**src/rtl/uart_mmio_pkg.sv**
```systemverilog
// Shared types and constants for the memory-mapped UART transmitter.
package uart_mmio_pkg;

    typedef enum logic [1:0] {
        ST_IDLE  = 2'd0,
        ST_START = 2'd1,
        ST_DATA  = 2'd2,
        ST_STOP  = 2'd3
    } tx_state_e;

    // Bit positions inside the status word returned at STAT_ADDR.
    localparam int STAT_FULL_BIT  = 0;
    localparam int STAT_BUSY_BIT  = 1;
    localparam int STAT_EMPTY_BIT = 2;
    localparam int STAT_OVF_BIT   = 3;

    localparam logic [31:0] DEFAULT_TX_ADDR   = 32'h0000_0400;
    localparam logic [31:0] DEFAULT_STAT_ADDR = 32'h0000_0404;

    function automatic logic [31:0] pack_status(input logic overflow,
                                                input logic empty,
                                                input logic busy,
                                                input logic full);
        logic [31:0] word;
        word                 = '0;
        word[STAT_OVF_BIT]   = overflow;
        word[STAT_EMPTY_BIT] = empty;
        word[STAT_BUSY_BIT]  = busy;
        word[STAT_FULL_BIT]  = full;
        return word;
    endfunction

endpackage

```
**src/rtl/sync_fifo.sv**
```systemverilog
// Single-clock FIFO with show-ahead read data; push when full and pop when
// empty are ignored so the caller never corrupts the pointers.
module sync_fifo #(
    parameter int WIDTH = 8,
    parameter int DEPTH = 4
) (
    input  logic             clk_t,
    input  logic             rst_t,
    input  logic             push,
    input  logic [WIDTH-1:0] din,
    input  logic             pop,
    output logic [WIDTH-1:0] dout,
    output logic             full,
    output logic             empty
);

    localparam int AW = (DEPTH > 1) ? $clog2(DEPTH) : 1;
    localparam int CW = AW + 1;

    logic [AW-1:0]    wr_ptr_q, wr_ptr_d;
    logic [AW-1:0]    rd_ptr_q, rd_ptr_d;
    logic [CW-1:0]    count_q, count_d;
    logic [WIDTH-1:0] mem_q [DEPTH];
    logic [WIDTH-1:0] mem_d [DEPTH];
    logic             push_ok;
    logic             pop_ok;

    assign full    = (count_q == CW'(DEPTH));
    assign empty   = (count_q == '0);
    assign dout    = mem_q[rd_ptr_q];
    assign push_ok = push & ~full;
    assign pop_ok  = pop & ~empty;

    // Next pointers, occupancy and storage contents.
    always_comb begin
        // NOTE: every variable gets a default first so no path leaves it unassigned (no latch).
        wr_ptr_d = wr_ptr_q;
        rd_ptr_d = rd_ptr_q;
        count_d  = count_q;
        mem_d    = mem_q;
        if (push_ok) begin
            mem_d[wr_ptr_q] = din;
            wr_ptr_d        = wr_ptr_q + AW'(1);  // wraps modulo DEPTH (power of two)
        end
        if (pop_ok) begin
            rd_ptr_d = rd_ptr_q + AW'(1);
        end
        case ({push_ok, pop_ok})
            2'b10:   count_d = count_q + CW'(1);
            2'b01:   count_d = count_q - CW'(1);
            default: count_d = count_q;
        endcase
    end

    // Pointer and occupancy registers.
    always_ff @(posedge clk_t) begin
        // NOTE: sequential state uses non-blocking assignments; combinational blocks use blocking.
        if (rst_t) begin
            wr_ptr_q <= '0;
            rd_ptr_q <= '0;
            count_q  <= '0;
        end else begin
            wr_ptr_q <= wr_ptr_d;
            rd_ptr_q <= rd_ptr_d;
            count_q  <= count_d;
        end
    end

    // Storage array.
    always_ff @(posedge clk_t) begin
        // NOTE: storage is not reset; emptying the FIFO only needs the pointers and count cleared.
        mem_q <= mem_d;
    end

endmodule

```
**src/rtl/mmio_uart_tx.sv**
```systemverilog
// Memory-mapped 8N1 UART transmitter: stores to TX_ADDR queue bytes, a status
// word is readable at STAT_ADDR, and a four-state FSM serialises the queue.
module mmio_uart_tx
    import uart_mmio_pkg::*;
#(
    parameter int          CLKS_PER_BIT = 4,
    parameter int          FIFO_DEPTH   = 4,
    parameter logic [31:0] TX_ADDR      = DEFAULT_TX_ADDR,
    parameter logic [31:0] STAT_ADDR    = DEFAULT_STAT_ADDR
) (
    input  logic        clk_t,
    input  logic        rst_t,
    input  logic        mem_wr_t,
    input  logic [31:0] mem_addr_t,
    input  logic [31:0] mem_wdata_t,
    output logic [31:0] mem_rdata_t,
    output logic        tx_t,
    output logic        busy_t
);

    localparam logic [15:0] BAUD_LAST = 16'(CLKS_PER_BIT - 1);

    tx_state_e   state_q, state_d;
    logic [15:0] baud_q, baud_d;
    logic [2:0]  bit_idx_q, bit_idx_d;
    logic [7:0]  shift_q, shift_d;
    logic        tx_q, tx_d;
    logic        overflow_q, overflow_d;

    logic        wr_tx;
    logic        wr_stat;
    logic        fifo_push;
    logic        fifo_pop;
    logic [7:0]  fifo_dout;
    logic        fifo_full;
    logic        fifo_empty;
    logic        baud_done;
    logic        unused_wdata;

    assign wr_tx        = mem_wr_t && (mem_addr_t == TX_ADDR);
    assign wr_stat      = mem_wr_t && (mem_addr_t == STAT_ADDR);
    // A store that finds the FIFO full is dropped even if the FSM pops at the same edge.
    assign fifo_push    = wr_tx & ~fifo_full;
    assign baud_done    = (baud_q == BAUD_LAST);
    assign unused_wdata = ^mem_wdata_t[31:8];

    sync_fifo #(
        .WIDTH (8),
        .DEPTH (FIFO_DEPTH)
    ) u_fifo (
        .clk_t (clk_t),
        .rst_t (rst_t),
        .push  (fifo_push),
        .din   (mem_wdata_t[7:0]),
        .pop   (fifo_pop),
        .dout  (fifo_dout),
        .full  (fifo_full),
        .empty (fifo_empty)
    );

    // Frame sequencing: next state, baud/bit counters, shift register and FIFO pop.
    always_comb begin
        state_d   = state_q;
        baud_d    = baud_q;
        bit_idx_d = bit_idx_q;
        shift_d   = shift_q;
        fifo_pop  = 1'b0;
        case (state_q)
            ST_IDLE: begin
                baud_d    = '0;
                bit_idx_d = '0;
                if (!fifo_empty) begin
                    fifo_pop = 1'b1;
                    shift_d  = fifo_dout;
                    state_d  = ST_START;
                end
            end
            ST_START: begin
                if (baud_done) begin
                    baud_d  = '0;
                    state_d = ST_DATA;
                end else begin
                    baud_d = baud_q + 16'd1;
                end
            end
            ST_DATA: begin
                if (baud_done) begin
                    baud_d  = '0;
                    shift_d = shift_q >> 1;
                    if (bit_idx_q == 3'd7) begin
                        bit_idx_d = '0;
                        state_d   = ST_STOP;
                    end else begin
                        bit_idx_d = bit_idx_q + 3'd1;
                    end
                end else begin
                    baud_d = baud_q + 16'd1;
                end
            end
            ST_STOP: begin
                if (baud_done) begin
                    baud_d = '0;
                    // Chain straight into the next frame so frames stay 10 bit periods apart.
                    if (!fifo_empty) begin
                        fifo_pop = 1'b1;
                        shift_d  = fifo_dout;
                        state_d  = ST_START;
                    end else begin
                        state_d = ST_IDLE;
                    end
                end else begin
                    baud_d = baud_q + 16'd1;
                end
            end
            default: begin
                state_d = ST_IDLE;
                baud_d  = '0;
            end
        endcase
    end

    // Line level follows the upcoming state so tx_t changes on the same edge as the state.
    always_comb begin
        case (state_d)
            ST_START: tx_d = 1'b0;
            ST_DATA:  tx_d = shift_d[0];
            default:  tx_d = 1'b1;
        endcase
    end

    // Sticky overflow flag; a coinciding set beats the clear.
    always_comb begin
        overflow_d = overflow_q;
        if (wr_stat && mem_wdata_t[STAT_OVF_BIT]) begin
            overflow_d = 1'b0;
        end
        if (wr_tx && fifo_full) begin
            overflow_d = 1'b1;
        end
    end

    // State registers with synchronous reset taking priority over all updates.
    always_ff @(posedge clk_t) begin
        if (rst_t) begin
            state_q    <= ST_IDLE;
            baud_q     <= '0;
            bit_idx_q  <= '0;
            shift_q    <= '0;
            tx_q       <= 1'b1;
            overflow_q <= 1'b0;
        end else begin
            state_q    <= state_d;
            baud_q     <= baud_d;
            bit_idx_q  <= bit_idx_d;
            shift_q    <= shift_d;
            tx_q       <= tx_d;
            overflow_q <= overflow_d;
        end
    end

    assign tx_t        = tx_q;
    assign busy_t      = (state_q != ST_IDLE);
    assign mem_rdata_t = (mem_addr_t == STAT_ADDR)
                       ? pack_status(overflow_q, fifo_empty, busy_t, fifo_full)
                       : 32'h0;

endmodule

```
**config.mk**
```make
export PLATFORM = sky130hd
export DESIGN_NAME = mmio_uart_tx
export DESIGN_NICKNAME = d
export VERILOG_FILES = /design/src/rtl/uart_mmio_pkg.sv /design/src/rtl/sync_fifo.sv /design/src/rtl/mmio_uart_tx.sv
export SDC_FILE = /design/constraint.sdc
export NUM_CORES = 1
export LEC_CHECK = 0
export BUFFER_PORTS_ARGS = -buffer_cell sky130_fd_sc_hd__buf_2
export CAP_MARGIN = 10
export CORE_MARGIN = 2
export CORE_UTILIZATION = 24
export DETAILED_ROUTE_END_ITERATION = 7
export HOLD_SLACK_MARGIN = 0.02
export SETUP_SLACK_MARGIN = 0.05
export SYNTH_ARGS = -nofsm -noshare
export SYNTH_HDL_FRONTEND = slang
export SYNTH_HIERARCHICAL = 1
export SYNTH_SLANG_ARGS = --single-unit
```
**constraint.sdc**
```tcl
create_clock -name clk_t -period 2.8 [get_ports clk_t]
set_clock_uncertainty 0.15 [all_clocks]
set_input_delay 0.14 -clock clk_t [delete_from_list [all_inputs] [get_ports clk_t]]
set_output_delay 0.14 -clock clk_t [all_outputs]
set_load 0.01 [all_outputs]
```
==> impl_metrics.ini <==
[status]
status = complete, but fails checks
violations = setup timing

[logic_synthesis]
yosysTopAreaCellShare = 0.2707
synth.avg_cell_area_um2 = 11.23
yosysWarnings = 6
synth_cell_types = 54
yosysSeqAreaShare = 0.4850
mappedNetlistArea_um2 = 3550
synth_edf_count = 32
async_flop_share = 0
synth_seq_cells = 70
ys.flop_type = dfxtp_1
synth_top_area_cell = edfxtp_1
synth_area_leaders = edfxtp_1 (27%), dfxtp_1 (21%), buf_4 (6.1%), mux4_2 (5.1%), ha_1 (4.9%)
netlist_instances = 316

[timing]
worst_pin_slew_ns = 0.6106
min_period_ns = 2.824
fin_setup_tns_ns = -0.02441
fin_crit_sh = 1.009
slew_headroom = 0.5918
rsz0062_at_grt = yes
report.final.slew_viol_count = 0
fmax_mhz = 354.1
finalHoldViolations = 0
setup_violations = 1
fin_worst_hold_slack_ns = 0.06117
finalWorstSetupSlack_ns = -0.02441

[placed_design]
dpl-instance-area_um2 = 4055
globalplace.congestion = 0.8207
io_buffer_count = 48
dpl_worst_slack_ns = -0.08037
placed_cells = 561
dpl.hpwl_um = 5240

[setup_path]
worst-setup-path-type = reg2reg
cp_num_buf_inv = 2
start_kind = flip-flop
crit_slowest_cell = dfxtp_1
critical-path-top-delay-family = simple AND/OR/NAND/NOR gates
crit_required_ns = 2.91
path_max_fanout = 2
r2r_cells = 13
slowest_delay_ns = 0.32
rrSetupSlack_ns = -0.02
cp-startpoint = baud_q[7]
regToRegEndpoint = u_fifo/count_q[2]
end_kind = flip-flop
path_common_cell = inv_2
r2r-start = baud_q[7]
arrival_ns = 2.93
crit_chain = nor4_2 -> and4_4 -> a21o_1 -> nand2b_1 -> nor2_4 -> o31ai_4 -> inv_2 -> ha_4 -> inv_2 -> fa_2 -> xor2_1 -> or3_1 -> a21oi_1
crit_cells = 13
endpoint = u_fifo/count_q[2]

[pwr]
p_leak_nw = 1.746
worst_ir_drop_vdd_mv = 0.4277
power.total_mw = 2.365
p_per_area_nw_per_um2 = 516.9

[global_routing]
grt_pass1_wl_um = 12100
grt_pass1_vias = 2602
antenna_found_initial = 0
grt-ovfl-total = 0
grt_max_degree = 17
track_usage = 0.09566

[clock_network]
cts_tree = yes
clockRootBuffer = clkbuf_16
cts_made_buffers = 9
htreeDepth = 3
clk_latency_ns = 0.33
cts_buffer_depth = 2
clock-sinks = 70
clkTransAtPathRegs_ns = 0.06

[hold_path]
hold_path_class = in2reg

[drt]
vias = 2589
drtIter0Drc = 122
viasPerCell = 4.359
ant_nets = 0
wl_um = 7337
dr.pass1.iters = 4
wire_per_inst_um = 12.35
drc = 0

[layout]
fin_nets = 487
final_common_cell = buf_2
area_delta_synth_final_pct = 28.87
final_util = 0.3159
antennaDiodeCount = 0
stdcell_count = 594
mostFrequentLayoutCells = buf_2 (48), nor2_1 (37), dfxtp_1 (36)
drive_gt1_frac = 0.3098
design_area_um2 = 4574

[floorplanning]
die_w_um = 125.6
start_util = 0.2452
io_pins = 101
num_rows = 44
coreArea_um2 = 14480
die_area_um2 = 15780
floorplan.die.height_um = 125.6

[job]
drv_cap = 0
-- final cells by class --
type | count | area, µm²
repair buffers | 87 | 563.0
clock buffers | 10 | 239.0
clock inverters | 6 | 68.82
multi-input cells | 222 | 1693
flip-flops and latches | 70 | 1724
well taps | 184 | 230.2
inverters | 15 | 56.30
fillers | 1470 | 9905
-- report_power, final --
group          internal, mW  switching [mW]
Combinational        0.0609          0.0937
Sequential             1.07         0.00299
Clock                 0.717           0.417
Total                  1.85           0.514
-- synth_stat cells, types with 3 or more instances --
cell / n
xnor2_1: 8
a21oi_1: 6
xor2_1: 9
nand4_1: 5
dfxtp_1: 38
mux2i_1: 8
nor4_1: 11
nand3_1: 5
edfxtp_1: 32
nand2b_1: 4
nand2_1: 9
ha_1: 14
o2bb2ai_1: 6
buf_4: 29
o21ai_0: 4
mux4_2: 8
and2_1: 4
inv_1: 14
nor3_1: 7
or3_1: 3
nor4b_1: 3
a32o_1: 6
nor2_1: 38
and3_1: 8
-- state kept, by name, indices dropped and copies added, names as in the netlist --
name / count
baud_q: 16
bit_idx_q: 3
overflow_q: 1
shift_q: 8
state_q: 2
tx_t: 1
u_fifo/count_q: 3
u_fifo/mem_q: 32
u_fifo/rd_ptr_q: 2
u_fifo/wr_ptr_q: 2
-- per-layer routing --
layer / vias to the layer above / GRT usage / share of wire
met1: 1240 / 0.1054 / 0.42
li1: 1278 / - / -
met3: 4 / 0.03398 / 0.043
met4: 0 / 0.03464 / 0.0072
met5: - / 0 / 0
met2: 67 / 0.1698 / 0.53
-- cells by family after synthesis --
kind of cell             count (synthesis)  synth area share
AO/OA/AOI/OAI                           38           0.08425
XOR/XNOR                                17           0.04195
adder cells (fa/ha/maj)                 15           0.05499
buffers and inverters                   51           0.09023
flip-flops                              70            0.4850
multiplexers                            17           0.07966
other                                    1          0.001056
AND/OR/NAND/NOR                        107            0.1628
-- worst min-delay path: cells and delay by family --
family          cells  cell delay, ns
compound gates      1            0.19
buf+inv             1            0.11
simple gates        1            0.07
-- repair_timing --
action,CTS,global route
hold endpoints to repair,33,0
gates resized for setup,2,11
setup buffers,10,2
hold buffers,9,0
pin swaps,4,7
setup endpoints to repair,1,3
cloned,0,0
-- worst min path at each step --
stage                   startpoint           endpoint  depth (start not counted)
finish                    mem_wr_t         overflow_q                          3
detailed placement  mem_wdata_t[0]   u_fifo/mem_q[24]                          1
CTS                       mem_wr_t         overflow_q                          3
global placement    mem_wdata_t[0]   u_fifo/mem_q[24]                          1
global route              mem_wr_t         overflow_q                          3
floorplan                    rst_t  u_fifo/count_q[2]                          1
Power figures use the tool's default switching activity.
